==> config.mk <==
export PLATFORM = sky130hd
export DESIGN_NAME = uart_tx_128
export DESIGN_NICKNAME = d
export VERILOG_FILES = /design/src/rtl/uart_pkg.sv /design/src/rtl/uart_tx_byte.sv /design/src/rtl/uart_tx_128.sv
export SDC_FILE = /design/constraint.sdc
export NUM_CORES = 1
export LEC_CHECK = 0
export BUFFER_PORTS_ARGS = -buffer_cell sky130_fd_sc_hd__buf_2
export CELL_PAD_IN_SITES_DETAIL_PLACEMENT = 2
export CELL_PAD_IN_SITES_GLOBAL_PLACEMENT = 2
export CORE_MARGIN = 1
export CORE_UTILIZATION = 27
export DETAILED_ROUTE_END_ITERATION = 10
export PLACE_DENSITY_LB_ADDON = 0.05
export SLEW_MARGIN = 20
export SYNTH_ARGS = -nofsm -noshare
export SYNTH_HDL_FRONTEND = slang
export SYNTH_SLANG_ARGS = --single-unit
==> constraint.sdc <==
create_clock -name clk -period 10.19 [get_ports clk]
set_input_delay 0.5095 -clock clk [delete_from_list [all_inputs] [get_ports clk]]
set_output_delay 0.5095 -clock clk [all_outputs]
set_load 0.02 [all_outputs]
==> src/rtl/uart_pkg.sv <==
// Shared UART constants and state types for the 128-bit transmit path.
package uart_pkg;

    localparam int UART_DATA_BITS            = 8;
    localparam int UART_FRAME_BITS           = 10;
    localparam int UART_WORD_BYTES           = 16;
    localparam int UART_DEFAULT_CLKS_PER_BIT = 868;
    localparam int UART_WORD_BITS            = UART_DATA_BITS * UART_WORD_BYTES;

    // Single-frame transmitter states.
    typedef enum logic [1:0] {
        TX_IDLE,
        TX_START,
        TX_DATA,
        TX_STOP
    } tx_state_e;

    // Word sequencer states. Load, next-byte and done are actions taken on
    // the edges that enter or leave TOP_SEND, so they never occupy a cycle.
    typedef enum logic {
        TOP_IDLE,
        TOP_SEND
    } top_state_e;

    // Width of a counter that must hold 0..cpb-1 (at least one bit).
    function automatic int cnt_width(input int cpb);
        return (cpb > 1) ? $clog2(cpb) : 1;
    endfunction

endpackage

==> src/rtl/uart_tx_byte.sv <==
// Single 8N1 frame transmitter. tx_done is high during the last cycle of the
// stop bit so a caller can chain the next frame on the very same edge.
module uart_tx_byte
    import uart_pkg::*;
#(
    parameter int CLKS_PER_BIT = UART_DEFAULT_CLKS_PER_BIT
) (
    input  logic                      clk,
    input  logic                      rst,
    input  logic                      tx_start,
    input  logic [UART_DATA_BITS-1:0] tx_byte,
    output logic                      u_tx,
    output logic                      tx_busy,
    output logic                      tx_done
);

    localparam int               CNT_W    = cnt_width(CLKS_PER_BIT);
    localparam logic [CNT_W-1:0] CNT_MAX  = CNT_W'(CLKS_PER_BIT - 1);
    localparam logic [2:0]       LAST_BIT = 3'(UART_DATA_BITS - 1);

    tx_state_e                 state_q, state_d;
    logic [CNT_W-1:0]          cnt_q, cnt_d;
    logic [2:0]                bit_idx_q, bit_idx_d;
    logic [UART_DATA_BITS-1:0] shift_q, shift_d;
    logic                      u_tx_q, u_tx_d;

    logic bit_end;
    logic load;

    assign bit_end = (cnt_q == CNT_MAX);
    // A new byte is taken when idle or exactly as the stop bit ends.
    assign load    = tx_start && ((state_q == TX_IDLE) || ((state_q == TX_STOP) && bit_end));

    // State and datapath registers; the line output is registered so it is glitch-free.
    always_ff @(posedge clk or posedge rst) begin
        if (rst) begin
            state_q   <= TX_IDLE;
            cnt_q     <= '0;
            bit_idx_q <= '0;
            shift_q   <= '0;
            u_tx_q    <= 1'b1;
        end else begin
            state_q   <= state_d;
            cnt_q     <= cnt_d;
            bit_idx_q <= bit_idx_d;
            shift_q   <= shift_d;
            u_tx_q    <= u_tx_d;
        end
    end

    // Next-state logic: start bit, eight data bits, stop bit, optionally straight into another frame.
    always_comb begin
        state_d = state_q;
        case (state_q)
            TX_IDLE:  if (tx_start) state_d = TX_START;
            TX_START: if (bit_end) state_d = TX_DATA;
            TX_DATA:  if (bit_end && (bit_idx_q == LAST_BIT)) state_d = TX_STOP;
            TX_STOP:  if (bit_end) state_d = tx_start ? TX_START : TX_IDLE;
            default:  state_d = TX_IDLE;
        endcase
    end

    // Bit timer, bit index and data shifter; the bit on the wire is always shift[0].
    always_comb begin
        cnt_d     = ((state_q == TX_IDLE) || bit_end) ? '0 : cnt_q + 1'b1;
        bit_idx_d = bit_idx_q;
        shift_d   = shift_q;
        if (load) begin
            shift_d   = tx_byte;
            bit_idx_d = '0;
        end else if ((state_q == TX_DATA) && bit_end) begin
            shift_d   = shift_q >> 1;
            bit_idx_d = bit_idx_q + 1'b1;
        end
    end

    // Outputs: line level for the coming cycle plus status flags.
    always_comb begin
        case (state_d)
            TX_START: u_tx_d = 1'b0;
            TX_DATA:  u_tx_d = shift_d[0];
            default:  u_tx_d = 1'b1;
        endcase
        tx_busy = (state_q != TX_IDLE);
        tx_done = (state_q == TX_STOP) && bit_end;
    end

    assign u_tx = u_tx_q;

endmodule

==> src/rtl/uart_tx_128.sv <==
// 128-bit word transmitter: sends 16 back-to-back 8N1 frames, MSB byte first.
module uart_tx_128
    import uart_pkg::*;
#(
    parameter int CLKS_PER_BIT = UART_DEFAULT_CLKS_PER_BIT
) (
    input  logic                      clk,
    input  logic                      rst,
    input  logic [UART_WORD_BITS-1:0] data_in,
    input  logic                      start,
    output logic                      busy,
    output logic                      u_tx,
    output logic                      u_byte_done,
    output logic                      u_tx_done
);

    localparam logic [3:0] LAST_BYTE = 4'(UART_WORD_BYTES - 1);

    top_state_e                state_q, state_d;
    logic [UART_WORD_BITS-1:0] shift_q, shift_d;
    logic [3:0]                byte_cnt_q, byte_cnt_d;
    logic                      byte_done_q, byte_done_d;
    logic                      tx_done_q, tx_done_d;

    logic                      tx_start;
    logic [UART_DATA_BITS-1:0] tx_byte;
    logic                      tx_busy;
    logic                      frame_end;
    logic                      accept;
    logic                      last_byte;

    uart_tx_byte #(
        .CLKS_PER_BIT(CLKS_PER_BIT)
    ) u_byte_tx (
        .clk     (clk),
        .rst     (rst),
        .tx_start(tx_start),
        .tx_byte (tx_byte),
        .u_tx    (u_tx),
        .tx_busy (tx_busy),
        .tx_done (frame_end)
    );

    // The transmitter idle check keeps a request from ever landing mid-frame.
    assign accept    = (state_q == TOP_IDLE) && start && !tx_busy;
    assign last_byte = (byte_cnt_q == LAST_BYTE);

    // State, word shifter, byte counter and the registered done pulses.
    always_ff @(posedge clk or posedge rst) begin
        if (rst) begin
            state_q     <= TOP_IDLE;
            shift_q     <= '0;
            byte_cnt_q  <= '0;
            byte_done_q <= 1'b0;
            tx_done_q   <= 1'b0;
        end else begin
            state_q     <= state_d;
            shift_q     <= shift_d;
            byte_cnt_q  <= byte_cnt_d;
            byte_done_q <= byte_done_d;
            tx_done_q   <= tx_done_d;
        end
    end

    // Next-state logic: stay in SEND until the 16th frame's stop bit ends.
    always_comb begin
        state_d = state_q;
        case (state_q)
            TOP_IDLE: if (accept) state_d = TOP_SEND;
            TOP_SEND: if (frame_end && last_byte) state_d = TOP_IDLE;
            default:  state_d = TOP_IDLE;
        endcase
    end

    // Load on accept, shift left a byte after each frame and hand the new top byte straight on.
    always_comb begin
        shift_d     = shift_q;
        byte_cnt_d  = byte_cnt_q;
        tx_start    = 1'b0;
        byte_done_d = 1'b0;
        tx_done_d   = 1'b0;
        if (accept) begin
            shift_d    = data_in;
            byte_cnt_d = '0;
            tx_start   = 1'b1;
        end else if ((state_q == TOP_SEND) && frame_end) begin
            shift_d     = shift_q << UART_DATA_BITS;
            byte_done_d = 1'b1;
            if (last_byte) begin
                byte_cnt_d = '0;
                tx_done_d  = 1'b1;
            end else begin
                byte_cnt_d = byte_cnt_q + 4'd1;
                tx_start   = 1'b1;
            end
        end
        tx_byte = shift_d[UART_WORD_BITS-1 -: UART_DATA_BITS];
    end

    assign busy        = (state_q == TOP_SEND);
    assign u_byte_done = byte_done_q;
    assign u_tx_done   = tx_done_q;

endmodule

==> Implementation_results.wiki <==
{| class="wikitable"
! Metric !! Value
|-
| Outcome || complete, no violations
|-
| Flip-flop and latch count after synthesis || 159
|-
| Global routing usage on met1 || 20.40%
|-
| Clock-pin transition on the worst setup and hold timing paths || 0.07 ns
|-
| Mapped Avg Cell Area || 10.04 sq um
|-
| Shortest period the worst path allows || 3.190 ns
|-
| Drt initial violations || 302
|-
| Number of synthesized flops with an enable pin || 0
|-
| Layout Cell Area excl Fill || 0.008310 sq mm
|-
| Yosys warnings || 0
|-
| Sequential cell area || 0.003980 sq mm
|-
| Leftover overflow at the end of global routing || 0
|-
| Data arrival at the endpoint of the critical path || 3.55 ns
|-
| Area Growth Syn to Fin || 22.75%
|-
| Power density over cell area || 161.0 mW/mm^2
|-
| Most frequent cells after synthesis || sky130_fd_sc_hd__nand2_1, sky130_fd_sc_hd__dfrtp_1, sky130_fd_sc_hd__a22oi_1
|-
| Data required time of the worst path || 10.55 ns
|-
| Launching element type of the critical path || flop
|-
| R2R depth || 9
|-
| Number of pins exceeding their max-slew limit in the final report || 0
|-
| Post-CTS Setup Inserts || 0
|-
| Number of failing hold endpoints at the final stage || 0
|-
| Cell area after synthesis || 0.006770 sq mm
|-
| Most heavily used metal layer in global routing || met2
|-
| Number of iterations in the first detailed-routing pass || 8
|-
| Highest clock frequency the design can meet || 0.3135 GHz
|-
| Layout filler cell count || 2682
|-
| Cell at the root of the clock tree || sky130_fd_sc_hd__clkbuf_16
|-
| Register area share after synthesis || 58.79%
|-
| X dimension of the die || 160.4 um
|-
| Worst min-delay path class || primary input to async pin
|-
| Kind of critical path || flop to flop
|-
| Clock network latency to the later pin of the worst-skew pair || 0.42 ns
|-
| Peak supply drop || 0.07798 mV
|-
| Placed Cells || 1095
|-
| Post-detailed-placement half-perimeter wirelength || 13.08 mm
|-
| Number of nets produced by synthesis || 809
|-
| Routed length per instance || 17.58 um
|-
| Critical Path Source || u_byte_tx.cnt_q[0]
|-
| Worst clock skew || 0.009609 ns
|-
| Die Y-Extent || 160.4 um
|-
| Number of nets in the finished design || 925
|-
| Library cells used by synthesis || 44
|-
| Met2 track utilization from global routing || 27.63%
|-
| Ranking of synthesized cells by area || sky130_fd_sc_hd__dfrtp_1, sky130_fd_sc_hd__nand2_1, sky130_fd_sc_hd__a22oi_1
|-
| Io pins || 135
|-
| DIE AREA || 0.02571 sq mm
|-
| Antenna violations before repair || 7
|-
| Aggregate global-route resource usage || 16.41%
|-
| Capture point of the critical path || u_byte_tx.shift_q[1]
|-
| Clock sink count || 159
|-
| Clock Tree Buf Depth || 2
|-
| Cell with the most instances after synthesis || sky130_fd_sc_hd__nand2_1
|-
| Met3 global-route usage || 5.010%
|-
| Async set-or-reset flop fraction in the synthesized netlist || 100.0%
|-
| Starting Density || 27.68%
|-
| Worst reg2reg endpoint || u_byte_tx.shift_q[1]
|-
| Post-CTS Hold Fix Bufs || 0
|-
| Reg2Reg Launch Point || u_byte_tx.cnt_q[0]
|-
| Critical path fanouts, max || 66
|-
| Critical Path End Type || flop
|-
| Post-layout instance count excluding filler cells || 1131
|-
| Layout cells sized above 1 || 23.04%
|-
| Area inside the core boundary || 0.02446 sq mm
|-
| Number of buffers inserted during clock tree synthesis || 17
|-
| Max capacitance violation total || 0
|-
| Row Count || 57
|-
| H-tree levels || 4
|-
| Largest net degree at the start of global routing || 82
|-
| Worst hold slack after final layout || 0.2421 ns
|-
| Input/output buffers || 134
|-
| Routed via count || 5451
|-
| Synthesized instance count || 674
|-
| Flop2flop setup slack || 7.00 ns
|-
| Sum of routed wire length over all layers || 19.89 mm
|-
| Max_slew headroom || 42.17%
|-
| Vias in the first global route || 6291
|-
| Global-route wire length before repair || 33.04 mm
|-
| Area taken by multi-input logic gates || 0.002614 sq mm
|-
| Via density per instance || 4.820
|-
| Sum Neg Setup Slack || 0 ns
|-
| Post-synth top area share || 58.40%
|-
| Post-Route Utilization || 33.97%
|-
| Cell taking the most area after synthesis || sky130_fd_sc_hd__dfrtp_1
|-
| DR DRC count || 0
|-
| Worst Tran Pin Value || 0.8647 ns
|-
| Post-route clock period utilization || 31.30%
|-
| Final-report setup violation count || 0
|-
| Count of cells resized by post-cts repair || 0
|-
| Clock tree from TritonCTS || done
|-
| Leakage component of the power || 4.214 nW
|-
| Routability congestion estimate from global placement || 0.6909
|-
| Post-route antenna net violation count || 0
|-
| Most frequently used flop master after synthesis || sky130_fd_sc_hd__dfrtp_1
|-
| Area after DPL || 0.007757 sq mm
|-
| Setup repair after global routing missed its margin || false
|}
-- flip-flops by register name, summed over array words and instances, names as in the netlist, 2 cells and up --
register and count:
u_byte_tx.shift_q 8, u_byte_tx.cnt_q 10, byte_cnt_q 4, shift_q 128, u_byte_tx.state_q 2, u_byte_tx.bit_idx_q 3
-- report_power, final --
group / total (mW) / leakage, nW / switching (mW) / internal, mW
registers: 0.675 / 2.01 / 0.0161 / 0.659
clock network: 0.594 / 0.254 / 0.279 / 0.315
logic: 0.0686 / 1.95 / 0.0371 / 0.0314
total: 1.34 / 4.21 / 0.332 / 1.01
-- metal layers --
metal  vias up  routed length, um
met1      2755               9017
met3        21                949
li1       2582                  -
met2        85               9676
met5         -                 51
met4         8                191
-- layout by cell type, fill, tap and decap left out, types with 2 or more instances in the layout --
cell,synthesis,routed
sky130_fd_sc_hd__o21ai_0,8,8
sky130_fd_sc_hd__clkinv_4,0,3
sky130_fd_sc_hd__nor2b_1,4,4
sky130_fd_sc_hd__and2_1,2,2
sky130_fd_sc_hd__inv_1,5,4
sky130_fd_sc_hd__a21o_1,7,7
sky130_fd_sc_hd__and3_1,2,2
sky130_fd_sc_hd__buf_4,0,7
sky130_fd_sc_hd__xor2_1,4,4
sky130_fd_sc_hd__diode_2,0,4
sky130_fd_sc_hd__buf_2,13,134
sky130_fd_sc_hd__mux2_2,2,2
sky130_fd_sc_hd__a21oi_1,3,3
sky130_fd_sc_hd__clkbuf_16,0,17
sky130_fd_sc_hd__ha_1,4,4
sky130_fd_sc_hd__nor2_1,14,13
sky130_fd_sc_hd__clkinvlp_4,0,4
sky130_fd_sc_hd__xnor2_1,4,4
sky130_fd_sc_hd__dfrtp_1,158,158
sky130_fd_sc_hd__nand2_1,238,238
sky130_fd_sc_hd__a22oi_1,112,112
sky130_fd_sc_hd__or3_1,2,2
sky130_fd_sc_hd__nand3_1,9,9
sky130_fd_sc_hd__o21a_1,7,7
sky130_fd_sc_hd__mux2i_1,8,8
sky130_fd_sc_hd__inv_6,0,6
sky130_fd_sc_hd__clkinv_2,0,2
sky130_fd_sc_hd__a22o_1,15,15
-- critical path, stage by stage (launching register included) --
cell and delay, ns:
sky130_fd_sc_hd__dfrtp_1 0.40, sky130_fd_sc_hd__ha_1 0.26, sky130_fd_sc_hd__or3b_4 0.28, sky130_fd_sc_hd__or4_4 0.16
sky130_fd_sc_hd__clkinv_1 0.17, sky130_fd_sc_hd__nor2_4 0.13, sky130_fd_sc_hd__buf_4 0.54, sky130_fd_sc_hd__buf_4 0.69
sky130_fd_sc_hd__a21o_1 0.24, sky130_fd_sc_hd__o21a_1 0.12
-- final cells by class --
cell class / instances / share of cell area [%]
antenna: 4 / 0.1204
sequential: 159 / 47.89
clock inverter: 14 / 1.325
tap: 324 / 4.878
multi-input combinational: 464 / 31.45
inverter: 6 / 0.3312
timing repair buffer: 142 / 8.838
clock buffer: 18 / 5.164
-- stage by stage --
step	power (mW)	setup slack (ns)
floorplan	0.7145	5.391
global placement	0.7537	7.086
detailed placement	0.7584	6.994
CTS	1.363	6.980
global route	1.395	6.803
finish	1.338	7.000
-- kinds of logic (layout without fill, tap and decap cells) --
| logic type | Yosys count | count (layout) | synth area share, % |
|---|---|---|---|
| fa+ha+maj | 4 | 4 | 0.7393 |
| xor+xnor | 8 | 8 | 1.035 |
| buf+inv | 51 | 180 | 3.068 |
| other cells | 0 | 4 | 0 |
| flops | 159 | 159 | 58.79 |
| simple gates | 283 | 283 | 17.17 |
| mux | 10 | 10 | 1.515 |
| compound gates | 159 | 159 | 17.69 |
-- worst min-delay path by stage --
stage	start	to	slack, ns	cells past startpoint
global route	rst	shift_q[97]	0.29	2
finish	rst	shift_q[73]	0.24	2
floorplan	byte_cnt_q[3]	byte_cnt_q[3]	0.45	1
global placement	shift_q[125]	shift_q[125]	0.46	1
CTS	rst	shift_q[73]	0.26	2
detailed placement	shift_q[88]	shift_q[88]	0.47	2
Power figures use the tool's default switching activity.
